$ cat src/rtl/pdc_update_ctrl.sv
// pdc_update_ctrl: queues resolved EX branch records, flags mispredicts, and drives the predictor write port.
// Sweep-clears the predictor tables after reset. Optional perf counters are enabled by `PDC_PERF_CNT_EN. Rev 1.0
`default_nettype none

module pdc_update_ctrl #(
  parameter int DEPTH = 8,
  parameter int IDX_W = 8
) (
  input  logic             clk,
  input  logic             rst,
  input  logic             flush,
  input  logic             in_valid_0,
  input  logic             in_valid_1,
  input  logic             in_taken_pdc_0,
  input  logic             in_taken_pdc_1,
  input  logic [2:0]       in_kind_pdc_0,
  input  logic [2:0]       in_kind_pdc_1,
  input  logic [29:0]      in_npc_pdc_0,
  input  logic [29:0]      in_npc_pdc_1,
  input  logic             in_taken_ex_0,
  input  logic             in_taken_ex_1,
  input  logic [2:0]       in_kind_ex_0,
  input  logic [2:0]       in_kind_ex_1,
  input  logic [29:0]      in_npc_ex_0,
  input  logic [29:0]      in_npc_ex_1,
  input  logic [29:0]      in_pc_ex_0,
  input  logic [29:0]      in_pc_ex_1,
  output logic             in_ready,
  output logic             upd_valid,
  input  logic             upd_ready,
  output logic [29:0]      upd_pc,
  output logic [29:0]      upd_npc,
  output logic [2:0]       upd_kind,
  output logic             upd_taken,
  output logic             upd_mispred,
  output logic             clr_en,
  output logic [IDX_W-1:0] clr_idx,
  output logic             init_done
`ifdef PDC_PERF_CNT_EN
  ,
  output logic [31:0]      perf_upd_cnt,
  output logic [31:0]      perf_mispred_cnt
`endif
);

  localparam int PW = $clog2(DEPTH);
  localparam int CW = PW + 1;

  typedef struct packed {
    logic [29:0] pc;
    logic [29:0] npc;
    logic [2:0]  kind;
    logic        taken;
    logic        mispred;
  } rec_t;

  typedef enum logic [0:0] {S_INIT = 1'b0, S_RUN = 1'b1} state_t;

  state_t           state, state_nx;
  logic [IDX_W-1:0] clr_cnt;
  logic             run, clearing;
  rec_t             mem [DEPTH];
  logic [PW-1:0]    wr_ptr, rd_ptr;
  logic [CW-1:0]    count;
  logic             ready_int, valid_int, push0, push1, pop;
  rec_t             rec0, rec1, head;

  function automatic logic mispred_f(input logic tp, input logic [2:0] kp, input logic [29:0] np,
                                     input logic te, input logic [2:0] ke, input logic [29:0] ne);
    return (tp != te) | (kp != ke) | (te & (np != ne));
  endfunction

  always_ff @(posedge clk) begin
    if (rst) state <= S_INIT;
    else     state <= state_nx;
  end

  always_comb begin
    state_nx = state;
    run      = 1'b0;
    clearing = 1'b0;
    case (state)
      S_INIT: begin
        clearing = 1'b1;
        if (clr_cnt == '1) state_nx = S_RUN;
      end
      S_RUN:   run = 1'b1;
      default: state_nx = S_INIT;
    endcase
  end

  always_ff @(posedge clk) begin
    if (rst)           clr_cnt <= '0;
    else if (clearing) clr_cnt <= clr_cnt + 1'b1;
  end

  // Ready uses the registered count only; a same-cycle pop never frees a slot early.
  assign ready_int = run && (count <= CW'(DEPTH - 2));
  assign valid_int = run && (count != '0);
  assign push0     = ready_int && !flush && in_valid_0 && (in_kind_ex_0 != 3'd0);
  assign push1     = ready_int && !flush && in_valid_1 && (in_kind_ex_1 != 3'd0);
  assign pop       = valid_int && upd_ready;

  assign rec0 = '{pc: in_pc_ex_0, npc: in_npc_ex_0, kind: in_kind_ex_0, taken: in_taken_ex_0,
                  mispred: mispred_f(in_taken_pdc_0, in_kind_pdc_0, in_npc_pdc_0,
                                     in_taken_ex_0, in_kind_ex_0, in_npc_ex_0)};
  assign rec1 = '{pc: in_pc_ex_1, npc: in_npc_ex_1, kind: in_kind_ex_1, taken: in_taken_ex_1,
                  mispred: mispred_f(in_taken_pdc_1, in_kind_pdc_1, in_npc_pdc_1,
                                     in_taken_ex_1, in_kind_ex_1, in_npc_ex_1)};

  // Slot1 lands directly behind slot0 when both push, otherwise at the write pointer.
  always_ff @(posedge clk) begin
    if (push0) mem[wr_ptr] <= rec0;
    if (push1) mem[wr_ptr + PW'(push0)] <= rec1;
  end

  always_ff @(posedge clk) begin
    if (rst || (run && flush)) begin
      wr_ptr <= '0;
      rd_ptr <= '0;
      count  <= '0;
    end else begin
      wr_ptr <= wr_ptr + PW'(push0) + PW'(push1);
      rd_ptr <= rd_ptr + PW'(pop);
      count  <= count + CW'(push0) + CW'(push1) - CW'(pop);
    end
  end

  assign head = mem[rd_ptr];

  assign in_ready    = !rst && ready_int;
  assign upd_valid   = !rst && valid_int;
  assign upd_pc      = upd_valid ? head.pc      : '0;
  assign upd_npc     = upd_valid ? head.npc     : '0;
  assign upd_kind    = upd_valid ? head.kind    : '0;
  assign upd_taken   = upd_valid && head.taken;
  assign upd_mispred = upd_valid && head.mispred;
  assign clr_en      = !rst && clearing;
  assign clr_idx     = rst ? '0 : clr_cnt;
  assign init_done   = !rst && run;

`ifdef PDC_PERF_CNT_EN
  logic [31:0] upd_cnt, mispred_cnt;

  always_ff @(posedge clk) begin
    if (rst) begin
      upd_cnt     <= '0;
      mispred_cnt <= '0;
    end else if (pop) begin
      upd_cnt     <= upd_cnt + 32'd1;
      mispred_cnt <= mispred_cnt + 32'(head.mispred);
    end
  end

  assign perf_upd_cnt     = rst ? '0 : upd_cnt;
  assign perf_mispred_cnt = rst ? '0 : mispred_cnt;
`endif

endmodule

`default_nettype wire

$ cat config.mk
export PLATFORM = sky130hd
export DESIGN_NAME = pdc_update_ctrl
export DESIGN_NICKNAME = d
export VERILOG_FILES = /design/src/rtl/pdc_update_ctrl.sv
export SDC_FILE = /design/constraint.sdc
export NUM_CORES = 1
export LEC_CHECK = 0
export CAP_MARGIN = 0
export CORE_ASPECT_RATIO = 1.1
export CORE_MARGIN = 2
export CORE_UTILIZATION = 55
export DETAILED_ROUTE_END_ITERATION = 6
export PLACE_DENSITY = 0.77
export SKIP_LAST_GASP = 1
export SLEW_MARGIN = 20
export SYNTH_ARGS = -nofsm -noshare
export SYNTH_HDL_FRONTEND = slang
export SYNTH_SLANG_ARGS = --single-unit
$ cat constraint.sdc
create_clock -name clk -period 8.22 [get_ports clk]
set_input_delay 1.644 -clock clk [delete_from_list [all_inputs] [get_ports clk]]
set_output_delay 1.644 -clock clk [all_outputs]
set_load 0.01 [all_outputs]
==> run metrics <==
Post-CTS Resized=0; largest net degree at the start of global routing=92; Synth Instances=1705; status=finished clean; crit end category=output port; most frequent cell after synthesis=edfxtp_1; Comb pwr share=6.2%; number of synthesized flops with an enable pin=520; area growth from synthesis to layout=16.4%; ys async rst share=0%; CP startpoint kind=input pin; crit path kind=in -> out; mapped cell area=0.0283 mm^2; total iterations of the first detailed-routing run=5; CP max FO=66; Power Dens Cells=174 mW/mm^2; switching share of power=21.0%; post-DP HPWL=41700 um; row cnt=87; Worst slew margin=29.5%; CTS tree=built; routability congestion estimate from global placement=0.770; max_cap viols=0; final hold vios=0; top cells by count, synth=edfxtp_1 (520), mux2_2 (492), mux4_2 (130); WL per Instance=27.5 um; VDD IR max=0.000135 V; f_max=0.160 GHz; CTS buffer count=54; Hold-fix buffers, CTS=0; Finished Cell Area=0.0330 mm^2; clk sinks=539; RSZ-0062 raised after global routing=false; worst slew pin tran=1.06 ns; Worst-Skew Late Latency=0.62 ns; Synth area leader=edfxtp_1; Crit path arrival time=4.61 ns; total grt overflow=0; Final WS setup=1.96 ns; DRT Wirelength=71800 um; Synth Flop Type=edfxtp_1; Place WS=1.94 ns; final cell count without fillers=2607; # nets final=2107; Mapped Nets=1921; Starting Density=55.5%; CTS H-Tree Depth=2; placed cell count=2502; share of post-route cells with drive strength above 1=39.0%; fin util=64.6%; Worst-path clk slew=0.06 ns; Worst Skew=0.0323 ns; Die Span X=220 um; Post-DP Area=0.0313 mm^2; I/O Buffers=278; average size of a mapped cell=16.6 um^2; worst hold slack=0.518 ns; Critical Path RT=6.58 ns; Sequential Power Share=52.5%; vias=16206; I/O pin total=279; Post-CTS Setup Bufs=0; final worst path period share=76.1%; P_sw=1.20 mW; DRC viols=0; Min Clock Period, post-route=6.26 ns; Slew Viols, Final=0; die area=0.0533 mm^2; Yosys top cell area share=55.1%; Clock Tree Buf Depth=3; #FFs+latches synth=539; drt via density=6.22; Setup TNS Final=0 ns; sequential area share after synthesis=56.5%; Clk pwr share=41.3%; Total Power=5.73 mW; final setup vio count=0; Synth warnings=0; Cell Int Power=4.53 mW; number of global-route vias before repair=17217; global-route wire length before repair=107000 um; LEAKAGE=10.4 nW; Hold Path Class=reg -> reg; initial drt markers=1410; Core Area=0.0511 mm^2; Overall Global Routing Usage=27.2%; number of antenna violations at the first check in global routing=7; Distinct cells, synth=43; chip height=242 um; Detail Route Antenna Nets=0; Root Driver=clkbuf_16; top cells by area, synth=edfxtp_1 (55%), mux2_2 (20%), mux4_2 (10%)
==> cell families (layout without fill, tap and decap cells) <==
| kind of cell | count (synthesis) | after routing | share of synthesized area, % |
|---|---|---|---|
| XOR/XNOR | 81 | 81 | 2.51 |
| buffers and inverters | 183 | 414 | 3.67 |
| adder cells (fa/ha/maj) | 14 | 14 | 0.672 |
| AND/OR/NAND/NOR | 154 | 154 | 2.76 |
| flip-flops | 539 | 539 | 56.5 |
| other | 0 | 4 | 0 |
| multiplexers | 716 | 716 | 33.4 |
| AO/OA/AOI/OAI | 18 | 18 | 0.460 |
==> critical path: stages <==
cell and delay (ns):
clkdlybuf4s50_1 0.74, nand2b_1 0.36, inv_1 0.16, nand2_4 0.55, nor2_1 0.51, clkdlybuf4s50_1 0.63
==> sequential cells by signal (all words and copies together), names as in the netlist <==
name     cells
mem        520
clr_cnt      8
count        4
rd_ptr       3
wr_ptr       3
state        1
==> power by group through the flow <==
| stage | registers, mW | clock network [mW] | logic [mW] |
|---|---|---|---|
| CTS | 3.01 | 2.40 | 0.352 |
| global route | 3.01 | 2.50 | 0.381 |
| global placement | 3.07 | 0 | 0.337 |
| floorplan | 3.07 | 0 | 0.180 |
| finish | 3.01 | 2.37 | 0.355 |
| detailed placement | 3.07 | 0 | 0.349 |
==> cells in the final DEF (no fill, tap or decap), types with 5 or more instances in the layout <==
cell,count
nand4_1,16
mux2i_1,74
clkdlybuf4s50_1,278
edfxtp_1,520
nor2_1,84
mux2_2,492
mux2_1,10
xor2_1,25
mux4_2,130
inv_1,11
a21oi_1,5
clkinv_1,13
xnor2_1,56
nor4_1,6
clkbuf_1,12
clkinv_2,15
nor2b_1,9
ha_1,12
mux2_4,10
clkbuf_16,55
dfxtp_1,16
nand2_1,6
buf_4,19
==> final cells by class <==
| cell class | instances | area, um^2 |
|---|---|---|
| Inverter | 12 | 45.0 |
| Multi-Input combinational cell | 983 | 11400 |
| Antenna cell | 4 | 10.0 |
| Timing Repair Buffer | 301 | 3010 |
| Clock inverter | 34 | 254 |
| Sequential cell | 539 | 16000 |
| Tap cell | 667 | 835 |
| Clock buffer | 67 | 1420 |
| Fill cell | 3663 | 18100 |
==> layer usage <==
metal / wire, um / GRT usage (%) / share of wire, %
met4: 2050 / 8.09 / 2.9
met1: 28600 / 35.5 / 40
met5: 31 / 0 / 0.043
met2: 35900 / 45.8 / 50
met3: 5150 / 5.55 / 7.2
==> path summary, 6_finish.rpt <==
| path | start | slack [ns] | cells past startpoint | endpoint |
|---|---|---|---|---|
| setup / recovery | rst | 1.96 | 6 | upd_npc[11] |
| hold / removal | clr_cnt[3] | 0.52 | 2 | state |
| setup reg to reg | count[3] | 3.28 | 11 | mem[6][22] |
| hold reg to reg | clr_cnt[3] | 0.52 | 2 | state |
(Power assumes the default switching activity.)
